<file path="src/rtl/traffic_light_multi_if.sv">
// Lamp/demand bundle for traffic_light_multi; master drives tick/demand, slave is the controller.
// Optional pedestrian signals present when TRAFFIC_PED_WALK_EN is defined.
interface traffic_light_multi_if #(
    parameter int NUM_DIR = 4
);
    localparam int DIR_W = $clog2(NUM_DIR);

    logic               tick;
    logic [NUM_DIR-1:0] demand;
    logic [NUM_DIR-1:0] green;
    logic [NUM_DIR-1:0] yellow;
    logic [NUM_DIR-1:0] red;
    logic [DIR_W-1:0]   active_dir;
    logic [1:0]         phase;
`ifdef TRAFFIC_PED_WALK_EN
    logic               ped_req;
    logic               walk;
`endif

    modport master (
`ifdef TRAFFIC_PED_WALK_EN
        output ped_req,
        input  walk,
`endif
        output tick, demand,
        input  green, yellow, red, active_dir, phase
    );

    modport slave (
`ifdef TRAFFIC_PED_WALK_EN
        input  ped_req,
        output walk,
`endif
        input  tick, demand,
        output green, yellow, red, active_dir, phase
    );
endinterface

</file>
<file path="src/rtl/traffic_light_multi.sv">
// Multi-approach traffic light: round-robin demand selection, rest-in-green, tick-timed phases.
// Optional pedestrian WALK phase enabled by defining TRAFFIC_PED_WALK_EN.
module traffic_light_multi #(
    parameter int NUM_DIR      = 4,
    parameter int GREEN_TICKS  = 5,
    parameter int YELLOW_TICKS = 2,
    parameter int ALLRED_TICKS = 1,
`ifdef TRAFFIC_PED_WALK_EN
    parameter int WALK_TICKS   = 4,
`endif
    parameter int CNT_W        = 8
) (
    input  logic                  clk,
    input  logic                  rst_n,
    traffic_light_multi_if.slave  bus
);
    localparam int DIR_W = $clog2(NUM_DIR);

    localparam logic [DIR_W-1:0] DIR_LAST   = DIR_W'(NUM_DIR - 1);
    localparam logic [CNT_W-1:0] GREEN_END  = CNT_W'(GREEN_TICKS - 1);
    localparam logic [CNT_W-1:0] YELLOW_END = CNT_W'(YELLOW_TICKS - 1);
    localparam logic [CNT_W-1:0] ALLRED_END = CNT_W'(ALLRED_TICKS - 1);
`ifdef TRAFFIC_PED_WALK_EN
    localparam logic [CNT_W-1:0] WALK_END   = CNT_W'(WALK_TICKS - 1);
`endif

    typedef enum logic [1:0] {
        PH_ALL_RED = 2'b00,
        PH_GREEN   = 2'b01,
        PH_YELLOW  = 2'b10,
        PH_WALK    = 2'b11
    } phase_e;

    phase_e             phase_q, phase_nxt;
    logic [DIR_W-1:0]   dir_q, dir_nxt, sel_dir;
    logic [CNT_W-1:0]   cnt_q, cnt_nxt;
    logic [NUM_DIR-1:0] green_q, yellow_q, red_q;
    logic [NUM_DIR-1:0] green_d, yellow_d, red_d;
    logic               other_demand;
`ifdef TRAFFIC_PED_WALK_EN
    logic               pend_q, pend_clr;
    logic               walk_q, walk_d;
`endif

    // First demanding approach after the current one; plain rotation when nobody waits.
    always_comb begin
        int unsigned idx;
        logic        found;
        idx     = 0;
        found   = 1'b0;
        sel_dir = DIR_W'((32'(dir_q) + 1) % NUM_DIR);
        for (int unsigned k = 1; k <= NUM_DIR; k++) begin
            idx = (32'(dir_q) + k) % NUM_DIR;
            if (!found && bus.demand[idx[DIR_W-1:0]]) begin
                sel_dir = idx[DIR_W-1:0];
                found   = 1'b1;
            end
        end
        other_demand = |(bus.demand & ~(NUM_DIR'(1) << dir_q));
    end

    always_ff @(posedge clk or negedge rst_n) begin
        if (!rst_n) begin
            phase_q  <= PH_ALL_RED;
            dir_q    <= DIR_LAST;
            cnt_q    <= '0;
            green_q  <= '0;
            yellow_q <= '0;
            red_q    <= '1;
`ifdef TRAFFIC_PED_WALK_EN
            walk_q   <= 1'b0;
            pend_q   <= 1'b0;
`endif
        end else begin
            phase_q  <= phase_nxt;
            dir_q    <= dir_nxt;
            cnt_q    <= cnt_nxt;
            green_q  <= green_d;
            yellow_q <= yellow_d;
            red_q    <= red_d;
`ifdef TRAFFIC_PED_WALK_EN
            walk_q   <= walk_d;
            pend_q   <= (pend_q & ~pend_clr) | bus.ped_req;
`endif
        end
    end

    always_comb begin
        phase_nxt = phase_q;
        dir_nxt   = dir_q;
        cnt_nxt   = cnt_q;
`ifdef TRAFFIC_PED_WALK_EN
        pend_clr  = 1'b0;
`endif
        if (bus.tick) begin
            cnt_nxt = cnt_q + CNT_W'(1);
            case (phase_q)
                PH_ALL_RED: if (cnt_q == ALLRED_END) begin
                    cnt_nxt = '0;
`ifdef TRAFFIC_PED_WALK_EN
                    if (pend_q) begin
                        phase_nxt = PH_WALK;
                    end else begin
                        phase_nxt = PH_GREEN;
                        dir_nxt   = sel_dir;
                    end
`else
                    phase_nxt = PH_GREEN;
                    dir_nxt   = sel_dir;
`endif
                end
                // Counter parks at GREEN_END so the demand check repeats each tick.
                PH_GREEN: if (cnt_q == GREEN_END) begin
                    if (other_demand) begin
                        phase_nxt = PH_YELLOW;
                        cnt_nxt   = '0;
                    end else begin
                        cnt_nxt   = GREEN_END;
                    end
                end
                PH_YELLOW: if (cnt_q == YELLOW_END) begin
                    phase_nxt = PH_ALL_RED;
                    cnt_nxt   = '0;
                end
`ifdef TRAFFIC_PED_WALK_EN
                PH_WALK: if (cnt_q == WALK_END) begin
                    phase_nxt = PH_ALL_RED;
                    cnt_nxt   = '0;
                    pend_clr  = 1'b1;
                end
`endif
                default: begin
                    phase_nxt = PH_ALL_RED;
                    cnt_nxt   = '0;
                end
            endcase
        end
    end

    // Lamps are decoded from the next state and registered alongside it.
    always_comb begin
        green_d  = (phase_nxt == PH_GREEN)  ? (NUM_DIR'(1) << dir_nxt) : '0;
        yellow_d = (phase_nxt == PH_YELLOW) ? (NUM_DIR'(1) << dir_nxt) : '0;
        red_d    = ~(green_d | yellow_d);
`ifdef TRAFFIC_PED_WALK_EN
        walk_d   = (phase_nxt == PH_WALK);
`endif
    end

    assign bus.green      = green_q;
    assign bus.yellow     = yellow_q;
    assign bus.red        = red_q;
    assign bus.active_dir = dir_q;
    assign bus.phase      = phase_q;
`ifdef TRAFFIC_PED_WALK_EN
    assign bus.walk       = walk_q;
`endif
endmodule

</file>
<file path="src/flat_wrapper.sv">
// flat-port wrapper written by rule: the top's interface ports become plain ports
module traffic_light_multi_flat 
#(
    parameter int NUM_DIR      = 4,
    parameter int GREEN_TICKS  = 5,
    parameter int YELLOW_TICKS = 2,
    parameter int ALLRED_TICKS = 1,

    parameter int CNT_W        = 8
)
  (clk, rst_n, bus_tick, bus_demand, bus_green, bus_yellow, bus_red, bus_active_dir, bus_phase);
  traffic_light_multi_if #(.NUM_DIR(NUM_DIR)) bus_i ();
  input  logic clk;
  input  logic rst_n;
  input wire logic [$bits(bus_i.tick)-1:0] bus_tick;
  input wire logic [$bits(bus_i.demand)-1:0] bus_demand;
  output wire logic [$bits(bus_i.green)-1:0] bus_green;
  output wire logic [$bits(bus_i.yellow)-1:0] bus_yellow;
  output wire logic [$bits(bus_i.red)-1:0] bus_red;
  output wire logic [$bits(bus_i.active_dir)-1:0] bus_active_dir;
  output wire logic [$bits(bus_i.phase)-1:0] bus_phase;
  assign bus_i.tick = bus_tick;
  assign bus_i.demand = bus_demand;
  assign bus_green = bus_i.green;
  assign bus_yellow = bus_i.yellow;
  assign bus_red = bus_i.red;
  assign bus_active_dir = bus_i.active_dir;
  assign bus_phase = bus_i.phase;
  traffic_light_multi #(.NUM_DIR(NUM_DIR), .GREEN_TICKS(GREEN_TICKS), .YELLOW_TICKS(YELLOW_TICKS), .ALLRED_TICKS(ALLRED_TICKS), .CNT_W(CNT_W)) u_core (.clk(clk), .rst_n(rst_n), .bus(bus_i));
endmodule
</file>
<file path="config.mk">
export PLATFORM = sky130hd
export DESIGN_NAME = traffic_light_multi_flat
export DESIGN_NICKNAME = d
export VERILOG_FILES = /design/src/rtl/traffic_light_multi_if.sv /design/src/rtl/traffic_light_multi.sv /design/src/flat_wrapper.sv
export SDC_FILE = /design/constraint.sdc
export NUM_CORES = 1
export LEC_CHECK = 0
export CAP_MARGIN = 5
export CORE_UTILIZATION = 33
export CTS_BUF_LIST = sky130_fd_sc_hd__clkbuf_16
export DETAILED_ROUTE_END_ITERATION = 6
export PLACE_DENSITY_LB_ADDON = 0.05
export SYNTH_ARGS = -nofsm -noshare
export SYNTH_HDL_FRONTEND = slang
export SYNTH_SLANG_ARGS = --single-unit
</file>
<file path="constraint.sdc">
create_clock -name clk -period 4.9 [get_ports clk]
set_input_delay 1.47 -clock clk [delete_from_list [all_inputs] [get_ports clk]]
set_output_delay 1.47 -clock clk [all_outputs]
set_load 0.005 [all_outputs]
</file>
==> results.sh <==
export IMPL_outcome="completed"
export IMPL_vdd_drop_max_mv=0.215
export IMPL_drt_first_iter_violations=24
export IMPL_utilization_pct=42.5
export IMPL_yosysWarnings=0
export IMPL_yosysTopAreaCell="dfrtp_1"
export IMPL_grt_ovfl_total=0
export IMPL_fp_dieH_microns=72.9
export IMPL_num_antenna_cells=0
export IMPL_max_stage_delay_ns=0.58
export IMPL_final_layout_size_suffix_gt1_share_pct=17.6
export IMPL_fillCellCount=450
export IMPL_setup_tns_final_ns=0
export IMPL_wl_microns=3930
export IMPL_synth_edff_count=0
export IMPL_die_x_microns=72.9
export IMPL_post_route_period_util_pct=71.5
export IMPL_period_needed_ns=3.50
export IMPL_synth_seq_cells=24
export IMPL_cts_root_buf="clkbuf_16"
export IMPL_leakage_uw=0.000764
export IMPL_dieArea_sq_mm=0.00532
export IMPL_cts_tree="built"
export IMPL_cap_violations=0
export IMPL_ctsHoldBuffers=0
export IMPL_finalSetupViolations=0
export IMPL_fin_skew_ns=0.00533
export IMPL_vias=1350
export IMPL_clock_sinks=24
export IMPL_antenna_found_initial=0
export IMPL_hp_class="reg -> reg"
export IMPL_synth_most_common_cell="dfrtp_1"
export IMPL_drtAntennaViolNets=0
export IMPL_path_clk_slew_ns=0.07
export IMPL_grt_pass1_vias=1320
export IMPL_path_cells="clkdlybuf4s50_1 -> or3b_4 -> a2111oi_4 -> a2111oi_4 -> xnor2_4 -> inv_4 -> nor3_2"
export IMPL_fmax_mhz=285
export IMPL_cts_resized=0
export IMPL_io_buffers=22
export IMPL_start_util_pct=34.7
export IMPL_grt_max_degree=25
export IMPL_synth_area_leaders="dfrtp_1, dfstp_2, ha_1, a2111oi_4, nand3_1"
export IMPL_cp_common_cell="a2111oi_4"
export IMPL_synth_top_area_share_pct=27.1
export IMPL_required_ns=5.08
export IMPL_critPathLaunchType="input port"
export IMPL_drt_pass1_iterations=4
export IMPL_synthTopCellsByCount="dfrtp_1, nand3_1, inv_1, nand2_1"
export IMPL_synthesis_area_sq_mm=0.00166
export IMPL_hold_viol=0
export IMPL_area_growth_syn_to_layout_pct=22.4
export IMPL_ios=23
export IMPL_ys_types=57
export IMPL_worst_setup_path_end_kind="flop"
export IMPL_grt_pass1_wl_microns=6560
export IMPL_worstPathArrival_ns=3.68
export IMPL_postSynthAreaPerCell_sq_um=10.1
export IMPL_vias_per_cell=5.42
export IMPL_grt_usage_pct=16.2
export IMPL_nets=197
export IMPL_synth_nets=179
export IMPL_whs_ns=0.635
export IMPL_slowest_stage="clkdlybuf4s50_1"
export IMPL_gp_congestion=0.830
export IMPL_power_density_mw_per_mm2=380
export IMPL_path_max_fanout=11
export IMPL_wl_per_cell_microns=15.8
export IMPL_cp_top_family="buffers and inverters"
export IMPL_cts_max_path_buffers=2
export IMPL_post_cts_setup_buffer_count=0
export IMPL_coreArea_sq_mm=0.00479
export IMPL_place_detailed_hpwl_microns=2810
export IMPL_cts_htree_levels=1
export IMPL_ys_flop_type="dfrtp_1"
export IMPL_rsz0062_at_grt="no"
export IMPL_cts_buffers=3
export IMPL_clk_latency_ns=0.26
export IMPL_drc=0
export IMPL_synthCells=165
export IMPL_slew_viol_final=0
export IMPL_ys_seq_area_share_pct=36.6
export IMPL_tightest_slew_ns=1.10
export IMPL_place_ws_ns=1.14
export IMPL_relSlewSlack_pct=26.2
export IMPL_fin_ws_ns=1.40
export IMPL_rows=25
export IMPL_critPathKind="in -> reg"
export IMPL_path_buf_inv=2
export IMPL_async_flop_share_pct=100
## area by class of cell
cell class                 instances  area (sq um)  share of cell area (%)
inverter                          11          43.8                    2.16
timing repair buffer              23           228                    11.2
tap                               67          83.8                    4.13
sequential                        24           608                    29.9
multi-input combinational        120           963                    47.4
clock buffer                       3          75.1                    3.69
clock inverter                     1          30.0                    1.48
## path summary, 6_finish.rpt
kind                            cells past startpoint  slack, ns                startpoint              endpoint
max in group asynchronous                           1       2.43                     rst_n  u_core.bus.yellow[1]
worst min register to register                      2       0.64           u_core.cnt_q[0]       u_core.cnt_q[0]
min in group asynchronous                           1       1.80                     rst_n       u_core.cnt_q[1]
worst max register to register                      7       2.33  u_core.bus.active_dir[0]  u_core.bus.yellow[2]
worst max-delay path                                7       1.40             bus_demand[3]  u_core.bus.yellow[2]
worst min-delay path                                2       0.64           u_core.cnt_q[0]       u_core.cnt_q[0]
## cells by family after synthesis
logic type | share of synthesized area (%)
XOR/XNOR | 3.24
AND/OR/NAND/NOR | 23.7
flip-flops | 36.6
multiplexers | 3.92
AO/OA/AOI/OAI | 21.9
adder cells (fa/ha/maj) | 5.27
buffers and inverters | 5.35
## cells in the final DEF (no fill, tap or decap), drive strengths merged, types with 3 or more instances in the layout
master | Yosys | final
clkbuf | 6 | 3
nor2 | 8 | 8
o211ai | 5 | 5
o21ai | 4 | 4
clkdlybuf4s50 | 0 | 22
o41ai | 3 | 3
and3 | 3 | 3
nand2 | 9 | 9
nor3 | 6 | 6
ha | 7 | 7
nor2b | 6 | 6
nand3 | 10 | 10
dfstp | 6 | 6
or3b | 4 | 4
a21oi | 8 | 8
dfrtp | 18 | 18
o22ai | 3 | 3
inv | 11 | 11
## tightest hold or removal path, stage by stage (launching register included)
cell and delay (ns):
dfrtp_1 0.41, inv_1 0.11, mux2i_1 0.08
## state kept, by name (all words and copies together), names as in the netlist
register,cells
u_core.cnt_q,8
u_core.bus.phase,2
u_core.bus.red,4
u_core.bus.active_dir,2
u_core.bus.yellow,4
u_core.bus.green,4
## where the power goes
part,internal [uW],switching [uW],total (uW)
Combinational,108,125,233
Clock,162,72.9,235
Sequential,235,68.4,304
## layer usage
layer	global-route usage [%]	vias to the layer above	routed length [microns]
met5	0	-	0
met4	5.66	0	65
met3	3.04	6	87
met2	25.4	16	1840
met1	22.3	680	1930
li1	-	648	-
## through the flow
stage                     instance area (sq um)  power [uW]  cells
after floorplan                            1660         463    165
after global placement                     1930         535    245
after detailed placement                   1930         539    245
after CTS                                  2030         776    249
after global routing                       2030         819    249
final                                      2030         772    249
Power figures use the tool's default switching activity.
